[config.mk]
export PLATFORM = sky130hd
export DESIGN_NAME = acc_window_unit
export DESIGN_NICKNAME = d
export VERILOG_FILES = /design/src/rtl/acc_window_unit.sv
export SDC_FILE = /design/constraint.sdc
export NUM_CORES = 1
export LEC_CHECK = 0
export BUFFER_PORTS_ARGS = -buffer_cell sky130_fd_sc_hd__buf_4
export CORE_MARGIN = 2
export CORE_UTILIZATION = 25
export CTS_BUF_LIST = sky130_fd_sc_hd__clkbuf_4 sky130_fd_sc_hd__clkbuf_8 sky130_fd_sc_hd__clkbuf_16
export DETAILED_ROUTE_END_ITERATION = 7
export HOLD_SLACK_MARGIN = 0.03
export PLACE_DENSITY = 0.44
export REMOVE_ABC_BUFFERS = 1
export SLEW_MARGIN = 10
export SYNTH_ARGS = -nofsm -noshare
export SYNTH_HDL_FRONTEND = slang
export SYNTH_SLANG_ARGS = --single-unit
[constraint.sdc]
create_clock -name clk -period 4.4 [get_ports clk]
set_input_delay 0.22 -clock clk [delete_from_list [all_inputs] [get_ports clk]]
set_output_delay 0.22 -clock clk [all_outputs]
set_load 0.01 [all_outputs]
[src/rtl/acc_window_unit.sv]
// Windowed accumulator: sums a selected operand over WINDOW accepted samples,
// then publishes the total with a one-cycle strobe and a sticky overflow flag.
module acc_window_unit #(
    parameter int unsigned NB_DATA   = 3,
    parameter int unsigned NB_ACC    = 6,
    parameter int unsigned NB_SELECT = 2,
    parameter int unsigned WINDOW    = 4,
    parameter int unsigned NB_CNT    = (WINDOW > 1) ? $clog2(WINDOW) : 1
) (
    input  logic                 clk,
    input  logic                 i_rst,
    input  logic                 i_valid,
    input  logic [NB_DATA-1:0]   i_data1,
    input  logic [NB_DATA-1:0]   i_data2,
    input  logic [NB_SELECT-1:0] i_sel,
    input  logic                 i_sat,
    input  logic                 i_clear,
    output logic [NB_ACC-1:0]    o_acc,
    output logic [NB_CNT-1:0]    o_count,
    output logic [NB_ACC-1:0]    o_data,
    output logic                 o_valid,
    output logic                 o_overflow
);

    localparam logic [NB_SELECT-1:0] SelData1 = NB_SELECT'(0);
    localparam logic [NB_SELECT-1:0] SelData2 = NB_SELECT'(1);
    localparam logic [NB_SELECT-1:0] SelPair  = NB_SELECT'(2);
    localparam logic [NB_SELECT-1:0] SelSub   = NB_SELECT'(3);
    localparam logic [NB_CNT-1:0]    LastCnt  = NB_CNT'(WINDOW - 1);

    logic [NB_ACC-1:0] acc_q, acc_d;
    logic [NB_CNT-1:0] cnt_q, cnt_d;
    logic              sticky_q, sticky_d;
    logic [NB_ACC-1:0] data_q, data_d;
    logic              valid_q, valid_d;
    logic              ovf_q, ovf_d;

    logic [NB_DATA:0]  pair;
    logic [NB_ACC:0]   acc_ext;
    logic [NB_ACC:0]   ext1;
    logic [NB_ACC:0]   add_op;
    logic [NB_ACC:0]   sum;
    logic [NB_ACC:0]   diff;
    logic [NB_ACC:0]   raw;
    logic              is_sub;
    logic              samp_ovf;
    logic [NB_ACC-1:0] next_val;
    logic              last;

    // Operand selection and one-sample arithmetic at NB_ACC+1 bits.
    always_comb begin
        pair    = {1'b0, i_data1} + {1'b0, i_data2};
        acc_ext = {1'b0, acc_q};
        ext1    = {{(NB_ACC + 1 - NB_DATA){1'b0}}, i_data1};
        is_sub  = 1'b0;
        add_op  = '0;
        case (i_sel)
            SelData1: add_op = ext1;
            SelData2: add_op = {{(NB_ACC + 1 - NB_DATA){1'b0}}, i_data2};
            SelPair:  add_op = {{(NB_ACC - NB_DATA){1'b0}}, pair};
            SelSub:   is_sub = 1'b1;
            default:  add_op = '0;
        endcase
        sum  = acc_ext + add_op;
        diff = acc_ext - ext1;
        raw  = is_sub ? diff : sum;
        // Carry-out flags an add overflow; a borrow flags a subtract underflow.
        samp_ovf = is_sub ? (ext1 > acc_ext) : raw[NB_ACC];
        if (samp_ovf && i_sat) begin
            next_val = is_sub ? '0 : '1;
        end else begin
            next_val = raw[NB_ACC-1:0];
        end
    end

    // Window bookkeeping: clear beats a sample; the closing sample publishes.
    always_comb begin
        last     = (cnt_q == LastCnt);
        acc_d    = acc_q;
        cnt_d    = cnt_q;
        sticky_d = sticky_q;
        data_d   = data_q;
        ovf_d    = ovf_q;
        valid_d  = 1'b0;
        if (i_clear) begin
            acc_d    = '0;
            cnt_d    = '0;
            sticky_d = 1'b0;
        end else if (i_valid) begin
            if (last) begin
                data_d   = next_val;
                ovf_d    = sticky_q | samp_ovf;
                valid_d  = 1'b1;
                acc_d    = '0;
                cnt_d    = '0;
                sticky_d = 1'b0;
            end else begin
                acc_d    = next_val;
                cnt_d    = cnt_q + NB_CNT'(1);
                sticky_d = sticky_q | samp_ovf;
            end
        end
    end

    // State registers with synchronous active-high reset.
    always_ff @(posedge clk) begin
        if (i_rst) begin
            acc_q    <= '0;
            cnt_q    <= '0;
            sticky_q <= 1'b0;
            data_q   <= '0;
            valid_q  <= 1'b0;
            ovf_q    <= 1'b0;
        end else begin
            acc_q    <= acc_d;
            cnt_q    <= cnt_d;
            sticky_q <= sticky_d;
            data_q   <= data_d;
            valid_q  <= valid_d;
            ovf_q    <= ovf_d;
        end
    end

    assign o_acc      = acc_q;
    assign o_count    = cnt_q;
    assign o_data     = data_q;
    assign o_valid    = valid_q;
    assign o_overflow = ovf_q;

endmodule

* Word level (Yosys, flattened, before mapping) *
Cells that the tools add are included.
W data, S select, Z words.

cells by class
  magnitude comparators = 1
  add/subtract/negate cells = 4
  bitwise gates (word level) = 3
  mux-type cells = 10
  reductions and logical operators = 5
  equality and inequality tests = 4

operator list
  operator               count
  $mux W6                3
  $pmux W4 S3            1
  $add A6 B7 Y7          1
  $mux W7                1
  $sub A6 B3 Y7          1
  $eq A2 B2 Y1 const B   3
  $gt A3 B6 Y1           1
  $add A3 B3 Y4          1
  $mux W1                4
  $reduce_and A3 Y1      1
  $reduce_or A3 Y1       1
  $add A2 B1 Y2 const B  1
  $eq A2 B1 Y1 const B   1
  $logic_not A2 Y1       1
  $mux W2                1
  $not A1 Y1             2
  $reduce_or A2 Y1       1
  $logic_and A1 B1 Y1    1
  $or A1 B1 Y1           1

word-level totals
  output and inout port bits = 16
  register bits after elaboration = 17
  bits of input ports = 13
  word-level logic and storage cells = 33

* Depth between registers and ports, before layout *
  word-level depth = 8
  depth in mapped cells = 15
  gate-level depth less buffers = 14

* Least setup slack after synthesis *
No wires, ideal clock.

  path kind = input port to flip-flop
  start point = input i_data1[0]
  end point = register data_q[2], in the netlist o_data[2]
  setup slack = 1.631 ns
  data required time = 4.283 ns
  cell stages on the path = 14
  setup time = 0.117 ns
  path buffers = 1
  arrival = 2.652 ns
  cell sequence = ha_1 fa_1 mux2i_1 nor2_1 a21oi_1 fa_1 nand2b_1 a21oi_1 nand4_1 a21bo_1 buf_6 a21oi_4 a31oi_2 a22o_1

on the way
  word-level cells in the longest chain between the ends = 7
  elaborated cells on any way between the ends = 9
  those cells by class = add/sub: 3; order compare: 1; mux: 4; reduce/logical: 1

ends and longest elaborated chain
  item                  RTL line  RTL
  start, declared       13        input logic [NB_DATA-1:0] i_data1,
  $add A3 B3 Y4         52        pair = {1'b0, i_data1} + {1'b0, i_data2};
  $pmux W4 S3           57        case (i_sel)
  $add A6 B7 Y7         64        sum = acc_ext + add_op;
  $mux W7               66        raw = is_sub ? diff : sum;
  $mux W1               68        samp_ovf = is_sub ? (ext1 > acc_ext) : raw[NB_ACC];
  $logic_and A1 B1 Y1   69        if (samp_ovf && i_sat) begin
  $mux W6 (*)           69
  end signal, assigned  118       data_q <= data_d;
  end, declared         34        logic [NB_ACC-1:0] data_q, data_d;

Every way passes the cells marked *; elsewhere a longest branch is shown, timed or not.
A chain may end at the register's enable or synchronous reset.

* Final worst setup path *
  start point = input i_data1[0]
  end point = register acc_q[2], in the netlist o_acc[2]

on the way
  word-level cells in the longest chain between the ends = 8
  elaborated cells on any way between the ends = 10
  those cells by class = add/sub: 3; order compare: 1; mux: 5; reduce/logical: 1

ends and longest elaborated chain
  item                  RTL line  RTL
  $add A3 B3 Y4         52
  $pmux W4 S3           57
  $add A6 B7 Y7         64
  $mux W7               66
  $mux W1               68
  $logic_and A1 B1 Y1   69
  $mux W6 (*)           69
  $mux W6 (*)           90        if (last) begin
  end signal, assigned  108       acc_q <= '0;
  end signal, assigned  115       acc_q <= acc_d;
  end, declared         31        logic [NB_ACC-1:0] acc_q, acc_d;

Marks and branches as above.

==> run_results.csv <==
group,metric,value,unit
synth,yosys_warnings,0,
synth,synth_top_family_by_area,"compound AO/OA/AOI/OAI gates",
clock_tree,post-cts-setup-buffer-count,0,
finish,num_antenna_cells,0,
drt,drc,0,
finish,drive_above_1_share,0.230,
clock_tree,cts.sinks,17,
sta,setup_violations,0,
sta,fin_crit_sh,0.659,
finish,nNetsFinal,206,
worst_setup_path,startpoint,"i_data1[0]",
run,maxCapViolCount,0,
synth,yosys.area.top_type_share,0.270,
pwr,powerDensity,244,mW/mm2
worst_setup_path,cp-end-kind,"flip-flop",
global_route,grt_max_degree,17,
sta,maxSlewViolCount,0,
placement,gp_congestion,0.776,
clock_tree,cts_tree,"done",
worst_hold_path,hold_path_class,"in -> reg",
floorplanning,chipWidth,75.0,um
clock_tree,cts_resized,0,
floorplanning,initial_utilization,0.263,
synth,ys.flop_type,"dfxtp_1",
sta,min_period,2.90,ns
synth,synth-edff-count,0,
worst_setup_path,cp_max_fo,9,
synth,ys_top_cells_by_count,"dfxtp_1 (17), nand2_1 (17), nor2_1 (14)",
sta,hold_violations,0,
placement,placed_area,0.00152,mm2
sta,worst_pin_slew,0.504,ns
sta,fin_worst_skew,0.00147,ns
floorplanning,rows,25,
drt,drtAntennaViolNets,0,
placement,place.detailed.hpwl,2460,um
status,status,"finished, final reports clean",
sta,finalSetupTns,0,ns
worst_setup_path,worst_setup_path_start_kind,"input port",
synth,synthMuxAreaShare,0.0238,
floorplanning,die-area,0.00562,mm2
synth,yosys.area_share.adder,0.157,
synth,syn_avg_cell_area,8.34,um2
finish,syn2layout_area_growth,24.7,%
synth,postSynthCellCount,151,
synth,synthArstFlopShare,0,
clock_tree,cts_made_buffers,3,
clock_tree,ctsHoldBuffers,0,
floorplanning,die_y,75.0,um
placement,port_buffers,28,
clock_tree,insertion_delay,0.25,ns
finish,design_area,0.00157,mm2
pwr,p_leak,0.700,nW
finish,nFillCells,513,
worst_setup_path,reg2reg_from,"o_acc[0]",
synth,ys_ff_latch,17,
clock_tree,cts-root-buf,"clkbuf_8",
floorplanning,core,0.00479,mm2
worst_setup_path,cp.arrival,3.04,ns
global_route,overflow,0,
worst_setup_path,crit_type,"in -> reg",
clock_tree,htreeDepth,1,
drt,viasPerCell,4.58,
synth,yosys-top-cells-area,"dfxtp_1 (27%), ha_1 (11%), nand2_1 (5.1%)",
sta,relSlewSlack,0.663,
clock_tree,clockBufferDepth,2,
drt,drt-total-wl,3010,um
synth,synth_compound_area_frac,0.242,
global_route,track_usage,0.117,
clock_tree,clk_pin_slew,0.06,ns
drt,dr.pass1.iters,4,
global_route,grt_pass1_vias,1068,
drt,wl_per_cell,12.3,um
drt,num_vias,1123,
synth,synth_top_area_cell,"dfxtp_1",
drt,drt_iter0_drc,40,
synth,yosysUniqueCellTypes,40,
sta,rsz0062_at_grt,"no",
synth,synth-xor-area-share,0.0417,
global_route,antenna_found_initial,0,
global_route,grt_pass1_wl,4970,um
floorplanning,ios,29,
sta,max_freq,345,MHz
worst_setup_path,cp.required,4.54,ns
synth,yosysSeqAreaShare,0.270,
synth,synth-simple-area-share,0.211,
worst_hold_path,min-delay-start,"i_rst",
pwr,ir_drop,216,uV
synth,syn_area,0.00126,mm2
[worst max-delay path, stage by stage]
cell	delay, ns
buf_4	0.12
ha_1	0.22
fa_1	0.48
mux2i_1	0.07
nor2_1	0.09
a21oi_1	0.07
fa_1	0.43
nand2b_1	0.16
a21oi_1	0.26
nand4_1	0.16
a21bo_1	0.32
a21oi_4	0.17
a31oi_2	0.06
a22o_1	0.21
[registers in the layout, summed over array words and instances, names as in the netlist]
name        count
o_count         2
sticky_q        1
o_data          6
o_overflow      1
o_acc           6
o_valid         1
[placed cells by master (no fill, tap or decap), types with 2 or more instances in the layout]
master	synthesis	routed
nand2_1	17	17
dfxtp_1	17	17
or2_2	3	3
a22o_1	3	3
nor2b_1	2	2
a22oi_1	2	2
ha_1	11	11
a21o_1	2	2
xnor2_1	4	4
o21ai_1	6	6
fa_1	3	3
nor2_1	14	14
nor3b_1	2	2
nand4_1	4	4
inv_1	10	10
a211oi_1	2	2
xor2_1	2	2
o21ai_0	8	8
a21oi_1	11	11
o21ai_2	2	2
mux2i_1	3	3
buf_4	1	28
nand2b_1	4	4
clkbuf_8	0	3
[metal layers]
metal  track usage  share of wire  vias up
met2         0.192           0.47       21
met5             0              0        -
met3        0.0348          0.050        2
met4        0.0179         0.0027        0
li1              -              -      588
met1         0.154           0.47      512
[report_power, final]
part	total [W]	switching [W]	internal, W
combinational	0.0000991	0.0000540	0.0000451
clock	0.000122	0.0000513	0.0000703
sequential	0.000162	0.00000524	0.000157
total	0.000383	0.000111	0.000273
[logic make-up (layout without fill, tap and decap cells)]
family          after synthesis  count (layout)
simple gates                 51              51
compound gates               45              45
flops                        17              17
buf+inv                      15              42
fa+ha+maj                    14              14
xor+xnor                      6               6
mux                           3               3
[stage by stage]
step                power [W]  hold slack, ns  instances  utilization  setup WS, ns
global placement     0.000265           0.394        241        0.318          1.33
CTS                  0.000390           0.128        245        0.328          1.49
global route         0.000413           0.131        245        0.328          1.25
detailed placement   0.000266           0.398        241        0.318          1.23
finish               0.000383           0.136        245        0.328          1.50
floorplan            0.000231           0.289        146            -          1.63
[path summary, 6_finish.rpt]
check                to  slack [ns]  cells past startpoint
max            o_acc[2]        1.50                     14
min          o_overflow        0.14                      2
max reg2reg    o_acc[2]        1.87                     10
min reg2reg   o_data[4]        0.45                      2
[final cells by class]
class | instances | area [um2] | share of cell area
multi-input cells | 119 | 851 | 0.541
flip-flops and latches | 17 | 340 | 0.217
repair buffers | 28 | 210 | 0.134
well taps | 67 | 83.8 | 0.0533
clock buffers | 4 | 48.8 | 0.0311
inverters | 10 | 37.5 | 0.0239
No activity file was read; power rests on OpenSTA's default activity.
